File: config.mk
export PLATFORM = sky130hd
export DESIGN_NAME = shift_r_iter
export DESIGN_NICKNAME = d
export VERILOG_FILES = /design/src/rtl/shift_r_iter_pkg.sv /design/src/rtl/shift_r_stage.sv /design/src/rtl/shift_r_iter.sv
export SDC_FILE = /design/constraint.sdc
export NUM_CORES = 1
export LEC_CHECK = 0
export BUFFER_PORTS_ARGS = -buffer_cell sky130_fd_sc_hd__clkbuf_2
export CORE_AREA = 2 2 96 98
export CTS_CLUSTER_DIAMETER = 30
export DETAILED_ROUTE_END_ITERATION = 10
export DIE_AREA = 0 0 98 100
export PLACE_DENSITY = 0.76
export SETUP_SLACK_MARGIN = 0.15
export SLEW_MARGIN = 40
export SYNTH_ARGS = -nofsm -noshare
export SYNTH_HDL_FRONTEND = slang
export SYNTH_SLANG_ARGS = --single-unit
File: constraint.sdc
create_clock -name clk -period 3.7 [get_ports clk]
set_input_delay 0.555 -clock clk [delete_from_list [all_inputs] [get_ports clk]]
set_output_delay 0.555 -clock clk [all_outputs]
set_load 0.005 [all_outputs]
File: src/rtl/shift_r_iter_pkg.sv
// Shared definitions for the iterative right shifter.
package shift_r_iter_pkg;

    typedef enum logic [1:0] {
        IDLE  = 2'd0,
        SHIFT = 2'd1,
        DONE  = 2'd2
    } state_t;

endpackage

File: src/rtl/shift_r_stage.sv
// One conditional right-shift stage: shifts by 2^i_k with i_fill when enabled.
module shift_r_stage #(
    parameter int unsigned WIDTH = 32,
    parameter int unsigned KW    = 3
) (
    input  logic [WIDTH-1:0] i_word,
    input  logic             i_en,
    input  logic             i_fill,
    input  logic [KW-1:0]    i_k,
    output logic [WIDTH-1:0] o_word
);

    localparam int unsigned LOG_W = $clog2(WIDTH);

    logic [WIDTH-1:0] w_ones;
    logic [WIDTH-1:0] w_shift;
    logic [WIDTH-1:0] w_mask;
    int unsigned      w_amt;

    assign w_ones = '1;

    // Any 2^k that reaches WIDTH is clamped so the word becomes pure fill.
    always_comb begin
        w_amt = WIDTH;
        if (32'(i_k) < LOG_W) begin
            w_amt = 32'd1 << i_k;
        end
        w_shift = i_word >> w_amt;
        w_mask  = ~(w_ones >> w_amt);
        o_word  = i_word;
        if (i_en) begin
            o_word = i_fill ? (w_shift | w_mask) : w_shift;
        end
    end

endmodule

File: src/rtl/shift_r_iter.sv
// Iterative barrel shifter: one 2^k stage per cycle, valid/ready on both sides.
module shift_r_iter
    import shift_r_iter_pkg::*;
#(
    parameter int unsigned WIDTH       = 32,
    parameter int unsigned SHIFT_WIDTH = 5
) (
    input  logic                   clk,
    input  logic                   rst,
    input  logic                   in_valid,
    output logic                   in_ready,
    input  logic [WIDTH-1:0]       A,
    input  logic [SHIFT_WIDTH-1:0] B,
    input  logic                   arith,
    output logic                   out_valid,
    input  logic                   out_ready,
    output logic [WIDTH-1:0]       Y,
    output logic                   busy
);

    localparam int unsigned    KW     = $clog2(SHIFT_WIDTH + 1);
    localparam logic [KW-1:0]  K_LAST = KW'(SHIFT_WIDTH);

    state_t                 r_state;
    state_t                 w_next;
    logic [WIDTH-1:0]       r_word;
    logic [WIDTH-1:0]       w_stage;
    logic [SHIFT_WIDTH-1:0] r_b;
    logic                   r_fill;
    logic [KW-1:0]          r_k;

    // r_b is consumed LSB-first, so bit 0 is always the enable for stage r_k.
    shift_r_stage #(
        .WIDTH (WIDTH),
        .KW    (KW)
    ) u_stage (
        .i_word (r_word),
        .i_en   (r_b[0]),
        .i_fill (r_fill),
        .i_k    (r_k),
        .o_word (w_stage)
    );

    // SHIFT runs SHIFT_WIDTH+1 cycles; the last one is a hold so latency is fixed.
    always_comb begin
        w_next = r_state;
        case (r_state)
            IDLE:    if (in_valid)       w_next = SHIFT;
            SHIFT:   if (r_k == K_LAST)  w_next = DONE;
            DONE:    if (out_ready)      w_next = IDLE;
            default:                     w_next = IDLE;
        endcase
    end

    always_ff @(posedge clk) begin
        if (rst) begin
            r_state <= IDLE;
            r_word  <= '0;
            r_b     <= '0;
            r_fill  <= 1'b0;
            r_k     <= '0;
        end else begin
            r_state <= w_next;
            case (r_state)
                IDLE: begin
                    if (in_valid) begin
                        r_word <= A;
                        r_b    <= B;
                        r_fill <= arith & A[WIDTH-1];
                        r_k    <= '0;
                    end
                end
                SHIFT: begin
                    r_word <= w_stage;
                    r_b    <= r_b >> 1;
                    r_k    <= r_k + 1'b1;
                end
                default: ;
            endcase
        end
    end

    assign in_ready  = (r_state == IDLE);
    assign out_valid = (r_state == DONE);
    assign busy      = (r_state != IDLE);
    assign Y         = r_word;

endmodule
==> results of run 1 <==
## Yosys cell counts, types with 12 or more instances
| master | count | area [um2] |
|---|---|---|
| a21oi_1 | 43 | 215 |
| o21ai_0 | 45 | 225 |
| dfxtp_1 | 43 | 861 |
| buf_2 | 15 | 75.1 |
| or3_1 | 13 | 81.3 |
| a22oi_1 | 14 | 105 |
| mux2i_1 | 27 | 270 |
| inv_1 | 12 | 45.0 |
| nand2_1 | 72 | 270 |
| a221oi_1 | 12 | 105 |
| o22ai_1 | 20 | 125 |
| clkbuf_1 | 29 | 109 |
| nand3_1 | 15 | 75.1 |
| nor3_1 | 25 | 125 |
| nor2_1 | 71 | 267 |
## final cells by class
cell class | count | area [um2]
clock buffer | 6 | 82.6
clock inverter | 2 | 16.3
fill | 884 | 3620
inverter | 14 | 52.6
multi-input combinational | 543 | 3500
sequential | 43 | 862
tap | 111 | 139
timing repair buffer | 106 | 618
## path summary, 6_finish.rpt
path / from / to / slack, ps / cells after the start
max: r_k[0] / Y[15] / 270 / 9
min: B[2] / r_b[2] / 480 / 3
max reg2reg: r_k[0] / Y[15] / 270 / 9
min reg2reg: r_b[3] / r_b[2] / 480 / 2
## flip-flops by register name (all words and copies together), names as in the netlist
| signal | cells |
|---|---|
| Y | 32 |
| r_fill | 1 |
| r_k | 3 |
| r_b | 5 |
| r_state | 2 |
## stage by stage
step | power [mW] | hold slack (ps) | utilization (%) | worst slack [ps]
finish | 1.80 | 485 | 59.3 | 266
global route | 1.86 | 494 | 59.3 | 151
CTS | 1.74 | 491 | 59.2 | 312
detailed placement | 1.40 | 480 | 58.1 | 314
global placement | 1.39 | 465 | 58.1 | 447
floorplan | 1.09 | 455 | - | 1250
## power groups by stage
stage	sequential (mW)	combinational, mW	clock, mW
4_1_cts	0.603	0.787	0.352
5_1_grt	0.616	0.872	0.376
3_3_place_gp	0.612	0.780	0
3_5_place_dp	0.615	0.783	0
2_1_floorplan	0.575	0.519	0
6_report	0.613	0.827	0.358
## worst max-delay path, delay by kind of cell, from the launching register on
family,cells,cell delay (ps)
buffers and inverters,2,400
DFF,1,640
AOI/OAI and AO/OA,6,1910
adders and majority gates,1,360
## layout by cell type, fill, tap and decap left out, types with 8 or more instances in the layout
master    Yosys  final
or3_1        13     13
nand3_1      15     15
nor3b_1       9      9
clkbuf_2      0     76
inv_1        12     12
nor2_1       71     71
nor2b_1       9      8
o21ai_0      45     45
dfxtp_1      43     42
a221oi_1     12     12
o22ai_1      20     20
mux2i_1      27     27
a311oi_1      8      8
nand2_1      72     72
a31oi_1       8      8
a22oi_1      14     14
nor3_1       25     25
o211ai_1      9      9
or2_2         8      8
buf_4         5     29
a21oi_1      43     43
## logic make-up after synthesis
kind of cell | synth area share (%)
AOI/OAI and AO/OA | 37.6
adders and majority gates | 1.61
buffers and inverters | 6.91
DFF | 18.4
muxes | 9.16
and+or+nand+nor | 26.3
## repair_timing
item / 4_1_cts / 5_1_grt
endpoints found under the setup margin: 0 / 1
hold endpoints to repair: 0 / 0
resized for setup: 0 / 1
## per-layer routing
metal / up-vias / wire, um / global-route usage (%)
met4: 0 / 1150 / 19.6
met5: - / 0 / 0
met2: 546 / 8960 / 62.6
met3: 108 / 2910 / 10.9
li1: 2625 / - / -
met1: 2787 / 8160 / 56.2
==> summary.txt, run 1 <==
POWER
-------------------------------------------------------------------------------------------------
Total power density per cell area ..................................................   341 nW/um2
Switching portion of total power ...................................................        45.5%
Static Leakage .....................................................................      2.07 nW
Peak supply drop ...................................................................     0.193 mV
Relative contribution of the clock network to total power ..........................        19.9%
Switch Pwr .........................................................................     0.817 mW
Internal power component ...........................................................     0.981 mW
Portion of total power attributed to combinational logic ...........................        46.0%
Part of the power in registers .....................................................        34.1%

CLOCK NETWORK
-------------------------------------------------------------------------------------------------
Number of clock buffers inserted by TritonCTS ......................................            5
Clock tree from TritonCTS ..........................................................         done
Clock sink count ...................................................................           43
Clk buf depth ......................................................................            2
Clock-pin slew on the worst setup and hold paths ...................................       100 ps
Skew-Pair Late Insertion Delay .....................................................       320 ps
CTS HTree Levels ...................................................................            2
Count of buffers added by post-CTS timing repair for setup .........................            0
Number of hold buffers added after CTS .............................................            0
Clock root cell ....................................................................     clkbuf_8

DIE
-------------------------------------------------------------------------------------------------
Number of rows in the core area ....................................................           35
Placeable core area ................................................................     8890 um2
Height of the die ..................................................................       100 um
Floorplan die area .................................................................     9800 um2
Starting density of the core .......................................................        52.5%
Top-Level Pins .....................................................................           77
Die width ..........................................................................        98 um

SETUP PATH
-------------------------------------------------------------------------------------------------
Critical setup path kind ...........................................................      reg2reg
Maximum cell stage delay along the critical path ...................................       640 ps
Worst Setup End Kind ...............................................................    flip-flop
Required time of the critical path .................................................      3910 ps
Critical path's slowest cell .......................................................      dfxtp_1
Startpoint type of the worst setup path ............................................    flip-flop
Crit Path Max Fanout ...............................................................           36
Most used cell, CP .................................................................      o21ai_1
Cells traversed along the worst timing path ........................................ inv_1 > ha_2 > buf_12 > o41a_1 > o311a_1 > a311oi_4 > o21ai_1 > a221oi_2 > o21ai_1
Signal arrival time at the worst endpoint ..........................................      3640 ps

STA
-------------------------------------------------------------------------------------------------
Skew final .........................................................................      6.87 ps
Post-route minimum period ..........................................................      3430 ps
Maximum clock frequency ............................................................      291 MHz
Final period util ..................................................................        92.8%
RSZ-0062 raised after global routing ...............................................           no
Setup tns final ....................................................................         0 ps
Max-slew headroom ..................................................................        41.2%
Final-report hold violation count ..................................................            0
Final setup violation count ........................................................            0
Slew @ Worst Pin ...................................................................       878 ps
Number of pins with negative max-slew slack in the final report ....................            0

SYNTHESIS
-------------------------------------------------------------------------------------------------
Sequential cell area fraction in the yosys report ..................................        18.4%
Flops & latches, synth .............................................................           43
Share of async-settable or async-resettable flops after synthesis ..................           0%
Area of the mapped netlist .........................................................     4670 um2
Number of distinct library cell variants in the gate-level netlist after synthesis .           80
Prevailing post-synth register cell ................................................      dfxtp_1
Mean cell area of the mapped netlist ...............................................     7.15 um2
Number of cells produced by synthesis ..............................................          653
Synth warn .........................................................................            0
Syn nets ...........................................................................          701
Number of flops mapped to enable cells by yosys ....................................            0

ROUTING
-------------------------------------------------------------------------------------------------
First drt pass iteration count .....................................................            6
Count of nets left with antenna violations after detail routing ....................            0
Number of DRC markers after the initial detailed-route iteration ...................        1,008
Number of remaining DRC errors .....................................................            0
Routed wire length .................................................................    21,200 um
Detailed-route vias per instance ...................................................         7.35
Total via count in the routed design ...............................................        6,066
DR WL/cell .........................................................................      25.7 um

MIN PATH
-------------------------------------------------------------------------------------------------
Type of the tightest min-delay check ...............................................       in2reg

GLOBAL ROUTE
-------------------------------------------------------------------------------------------------
Number of global-route vias before repair ..........................................        5,601
Pin count of the biggest net entering global routing ...............................           44
Residual overflow from global routing ..............................................            0
Overall routing resource usage .....................................................        41.8%
First-pass GRT wire length .........................................................    32,100 um
Number of antenna violations at the first check in global routing ..................            0

OUTCOME
-------------------------------------------------------------------------------------------------
Run status ......................................................................... complete, no violations

FINISH
-------------------------------------------------------------------------------------------------
ANT cells ..........................................................................            0
Net count reported at finish .......................................................          761
Share of final-layout standard cells stronger than drive strength 1 ................        21.3%
Final instance area ................................................................     5270 um2
Count of placed standard cells in the final layout, fillers left out ...............          825
Area added between synthesis and finish ............................................        12.9%

PLACED DESIGN
-------------------------------------------------------------------------------------------------
Total half-perimeter wirelength after legalization and detailed placement ..........    15,600 um
Cell Count Post-Placement ..........................................................          817
Post-place instance area ...........................................................     5160 um2
Count of input and output buffers ..................................................           76
Placer Congestion ..................................................................         1.16

FLOW RUN
-------------------------------------------------------------------------------------------------
Max capacitance violation total ....................................................            0

No activity file was read; power rests on OpenSTA's default activity.
==> run 2: changes to the inputs <==
--- a/config.mk
+++ b/config.mk
@@ -5,12 +5,13 @@
 export SDC_FILE = /design/constraint.sdc
 export NUM_CORES = 1
 export LEC_CHECK = 0
+export ABC_AREA = 1
 export BUFFER_PORTS_ARGS = -buffer_cell sky130_fd_sc_hd__clkbuf_2
-export CORE_AREA = 2 2 96 98
+export CORE_AREA = 2 2 91 93
 export CTS_CLUSTER_DIAMETER = 30
 export DETAILED_ROUTE_END_ITERATION = 10
-export DIE_AREA = 0 0 98 100
-export PLACE_DENSITY = 0.76
+export DIE_AREA = 0 0 93 95
+export PLACE_DENSITY = 0.77
 export SETUP_SLACK_MARGIN = 0.15
 export SLEW_MARGIN = 40
 export SYNTH_ARGS = -nofsm -noshare
==> run 2 against run 1 <==
Compared with the run above: synthesized cell count grew 14%; sequential power decreased by 9.6%; sequential share of layout area increased by 2.4 points; register-to-register slack gained 500 ps; utilization decreased by 1.4 points; largest power group unchanged; sequential cell count stayed put; critical path type unchanged; first-iteration DRC count fell by 32%; maximum frequency rose by 17%; clock power down 9.5%; non-clock buffer count fell by 20.
==> summary.txt, run 2 <==
OUTCOME
-------------------------------------------------------------------------------------------------
Run status ......................................................................... complete, no violations   unchanged

DIE
-------------------------------------------------------------------------------------------------
Height of the die ..................................................................        95 um   was 100 um
Number of rows in the core area ....................................................           33   was 35
Top-Level Pins .....................................................................           77   unchanged
Floorplan die area .................................................................     8840 um2   was 9800 um2
Placeable core area ................................................................     7930 um2   was 8890 um2
Die width ..........................................................................        93 um   was 98 um
Starting density of the core .......................................................        52.5%   about the same

SYNTHESIS
-------------------------------------------------------------------------------------------------
Number of distinct library cell variants in the gate-level netlist after synthesis .           35   was 80
Share of async-settable or async-resettable flops after synthesis ..................           0%   unchanged
Top cell type by total area after synthesis ........................................      nand3_1   was dfxtp_1
Flops & latches, synth .............................................................           43   unchanged
Area of the mapped netlist .........................................................     4170 um2   was 4670 um2
Synth top area cells ............................................................... nand3_1 (24%), dfxtp_1 (21%), nand2_1 (18%)   was dfxtp_1 (18%), mux2i_1 (5.8%), nand2_1 (5.8%)
Number of flops mapped to enable cells by yosys ....................................            0   unchanged
Yosys top cell area share ..........................................................        24.4%   was 18.4%
Synth warn .........................................................................            0   unchanged
Mean cell area of the mapped netlist ...............................................     5.58 um2   was 7.15 um2
Commonest cells in the synthesized netlist ......................................... nand2_1 (203), nand3_1 (203), nor2_1 (69)   was nand2_1 (72), nor2_1 (71), o21ai_0 (45)
Sequential cell area fraction in the yosys report ..................................        20.7%   was 18.4%
Prevailing post-synth register cell ................................................      dfxtp_1   unchanged
Number of cells produced by synthesis ..............................................          746   was 653
Syn nets ...........................................................................          794   was 701

ROUTING
-------------------------------------------------------------------------------------------------
First drt pass iteration count .....................................................            6   unchanged
Topmost layer with routed signal wires .............................................         met4   unchanged
Wire length on met2 ................................................................      6580 um   was 8960 um
Count of nets left with antenna violations after detail routing ....................            0   unchanged
Total via count in the routed design ...............................................        5,458   was 6,066
Detailed-route vias per instance ...................................................         6.13   was 7.35
Sum of met3 wire segment lengths after detailed routing ............................      1270 um   was 2910 um
Wire length on met1 ................................................................      6050 um   was 8160 um
Number of DRC markers after the initial detailed-route iteration ...................          689   was 1,008
Number of remaining DRC errors .....................................................            0   unchanged
Routed wire length .................................................................    14,300 um   was 21,200 um
DR WL/cell .........................................................................      16.1 um   was 25.7 um

CLOCK NETWORK
-------------------------------------------------------------------------------------------------
Skew-Pair Late Insertion Delay .....................................................       300 ps   was 320 ps
Clock sink count ...................................................................           43   unchanged
Clock-pin slew on the worst setup and hold paths ...................................       100 ps   about the same
Clock root cell ....................................................................     clkbuf_8   unchanged
Post-cts gate resize count .........................................................            0   unchanged
Clk buf depth ......................................................................            2   unchanged
Number of hold buffers added after CTS .............................................            0   unchanged
Clock tree from TritonCTS ..........................................................         done   unchanged
CTS HTree Levels ...................................................................            2   unchanged
Count of buffers added by post-CTS timing repair for setup .........................            0   unchanged
Number of clock buffers inserted by TritonCTS ......................................            5   unchanged

GLOBAL ROUTE
-------------------------------------------------------------------------------------------------
Residual overflow from global routing ..............................................            0   unchanged
First-pass GRT wire length .........................................................    23,300 um   was 32,100 um
Number of antenna violations at the first check in global routing ..................            0   unchanged
Number of global-route vias before repair ..........................................        4,738   was 5,601
Pin count of the biggest net entering global routing ...............................           43   was 44
Overall routing resource usage .....................................................        32.5%   was 41.8%

POWER
-------------------------------------------------------------------------------------------------
Total power density per cell area ..................................................   333 nW/um2   was 341 nW/um2
Static Leakage .....................................................................      2.12 nW   was 2.07 nW
Power Total ........................................................................      1.53 mW   was 1.80 mW
Peak supply drop ...................................................................     0.192 mV   was 0.193 mV

PLACED DESIGN
-------------------------------------------------------------------------------------------------
Placer Congestion ..................................................................        0.934   was 1.16
Total half-perimeter wirelength after legalization and detailed placement ..........    10,100 um   was 15,600 um
Count of input and output buffers ..................................................           76   unchanged
Cell Count Post-Placement ..........................................................          883   was 817

SETUP PATH
-------------------------------------------------------------------------------------------------
Worst Setup End Kind ...............................................................    flip-flop   unchanged
Cells traversed along the worst timing path ........................................ inv_1 > ha_1 > inv_1 > nor2_2 > buf_4 > nand3_1 > nand3_1 > nand3_1 > nand2_1 > nand2_1 > nand3_1 > nand3_1 > nand2_1 > nand2_1 > a21oi_1   was inv_1 > ha_2 > buf_12 > o41a_1 > o311a_1 > a311oi_4 > o21ai_1 > a221oi_2 > o21ai_1
Required time of the critical path .................................................      3940 ps   was 3910 ps
Setup slack on the worst flop-to-flop path .........................................       770 ps   was 270 ps
Critical setup path kind ...........................................................      reg2reg   unchanged
Number of cells on the worst reg-to-reg path .......................................           15   was 9
Startpoint of the worst-slack reg-to-reg timing path ...............................       r_k[0]   unchanged
Worst reg2reg endpoint .............................................................         Y[8]   was Y[15]
Startpoint type of the worst setup path ............................................    flip-flop   unchanged
Crit Path Max Fanout ...............................................................           19   was 36
Critical path's slowest cell .......................................................       nor2_2   was dfxtp_1
Most used cell, CP .................................................................      nand3_1   was o21ai_1
Signal arrival time at the worst endpoint ..........................................      3170 ps   was 3640 ps
Maximum cell stage delay along the critical path ...................................       630 ps   was 640 ps

STA
-------------------------------------------------------------------------------------------------
Slew @ Worst Pin ...................................................................       813 ps   was 878 ps
Setup tns final ....................................................................         0 ps   unchanged
RSZ-0062 raised after global routing ...............................................           no   unchanged
Maximum clock frequency ............................................................      341 MHz   was 291 MHz
Final setup violation count ........................................................            0   unchanged
Skew final .........................................................................      4.47 ps   was 6.87 ps
Final-report hold violation count ..................................................            0   unchanged
Number of pins with negative max-slew slack in the final report ....................            0   unchanged
Final period util ..................................................................        79.3%   was 92.8%
Max-slew headroom ..................................................................        45.8%   was 41.2%
Post-route minimum period ..........................................................      2930 ps   was 3430 ps

FINISH
-------------------------------------------------------------------------------------------------
FF+latch area ......................................................................      861 um2   was 862 um2
Count of placed standard cells in the final layout, fillers left out ...............          891   was 825
Most used cells in the layout excluding fill and tap cells ......................... nand2_1 (203), nand3_1 (203), clkbuf_2 (75)   was clkbuf_2 (76), nand2_1 (72), nor2_1 (71)
Footprint of the multi-input gates .................................................     2910 um2   was 3500 um2
Share of final-layout standard cells stronger than drive strength 1 ................        15.6%   was 21.3%
Number of fill cells ...............................................................          848   was 884
Number of flip-flops in the largest register .......................................           32   unchanged
Net count reported at finish .......................................................          833   was 761
ANT cells ..........................................................................            0   unchanged
Area added between synthesis and finish ............................................        10.1%   was 12.9%

FLOW RUN
-------------------------------------------------------------------------------------------------
Max capacitance violation total ....................................................            0   unchanged

MIN PATH
-------------------------------------------------------------------------------------------------
Worst Hold Endpoint ................................................................       r_b[3]   was r_b[2]
Type of the tightest min-delay check ...............................................      reg2reg   was in2reg
Number of cells on the worst hold path .............................................            2   was 3
Hold wc startpoint .................................................................       r_b[3]   was B[2]

## run 2: cell types whose count changed in the layout (fill, tap and decap cells not counted), sizes merged, moves of 14 or more
| cell | before | now |
|---|---|---|
| nand2 | 73 | 207 |
| nor3 | 25 | 4 |
| buf | 30 | 10 |
| nand3 | 15 | 203 |
| o21ai | 51 | 35 |
| mux2i | 27 | 0 |
| o22ai | 20 | 0 |
| inv | 12 | 35 |
| a22oi | 14 | 0 |
## run 2: metal layers
layer  track usage, %  up-vias
li1                 -     2604
met1             44.4     2484
met2             54.4      321
met3             3.35       49
met4             9.19        0
met5                0        -
## run 2: logic make-up (layout without fill, tap and decap cells)
family | count (synthesis) | in the layout | share of synthesized area (%)
adders and majority gates | 6 | 6 | 1.80
buffers and inverters | 89 | 129 | 9.40
DFF | 43 | 43 | 20.7
AOI/OAI and AO/OA | 114 | 114 | 15.6
and+or+nand+nor | 494 | 494 | 52.5
## run 2: cell type report
type / instances / area share (%)
well taps: 105 / 2.86
repair buffers: 86 / 9.99
inverters: 35 / 2.92
clock buffers: 5 / 1.50
multi-input cells: 614 / 63.5
clock inverters: 3 / 0.437
flip-flops and latches: 43 / 18.8
## run 2: power breakdown
| part | switching, mW | internal (mW) | total [mW] |
|---|---|---|---|
| Combinational | 0.423 | 0.227 | 0.650 |
| Clock | 0.192 | 0.132 | 0.324 |
| Sequential | 0.0484 | 0.506 | 0.554 |
| Total | 0.663 | 0.865 | 1.53 |
## run 2: worst max-delay path by stage
stage	cells after the start	startpoint	to
3_5_place_dp	15	r_k[0]	Y[8]
2_1_floorplan	16	r_k[0]	Y[5]
6_report	15	r_k[0]	Y[8]
5_1_grt	16	r_k[0]	Y[2]
3_3_place_gp	15	r_k[0]	Y[8]
4_1_cts	15	r_k[0]	Y[8]
## run 2: through the flow
step / instance area (um2) / setup slack (ps) / util (%) / hold slack (ps)
CTS: 4590 / 845 / 57.8 / 461
floorplan: 4170 / 1690 / - / 429
detailed placement: 4500 / 836 / 56.7 / 447
global placement: 4490 / 977 / 56.7 / 442
global route: 4590 / 522 / 57.8 / 486
finish: 4590 / 765 / 57.8 / 459
## run 2: worst max-delay path: cells and delay by family, from the launching register on
| family | cells | cell delay [ps] |
|---|---|---|
| fa+ha+maj | 1 | 260 |
| simple gates | 10 | 1550 |
| compound gates | 1 | 110 |
| flops | 1 | 360 |
| buf+inv | 3 | 570 |
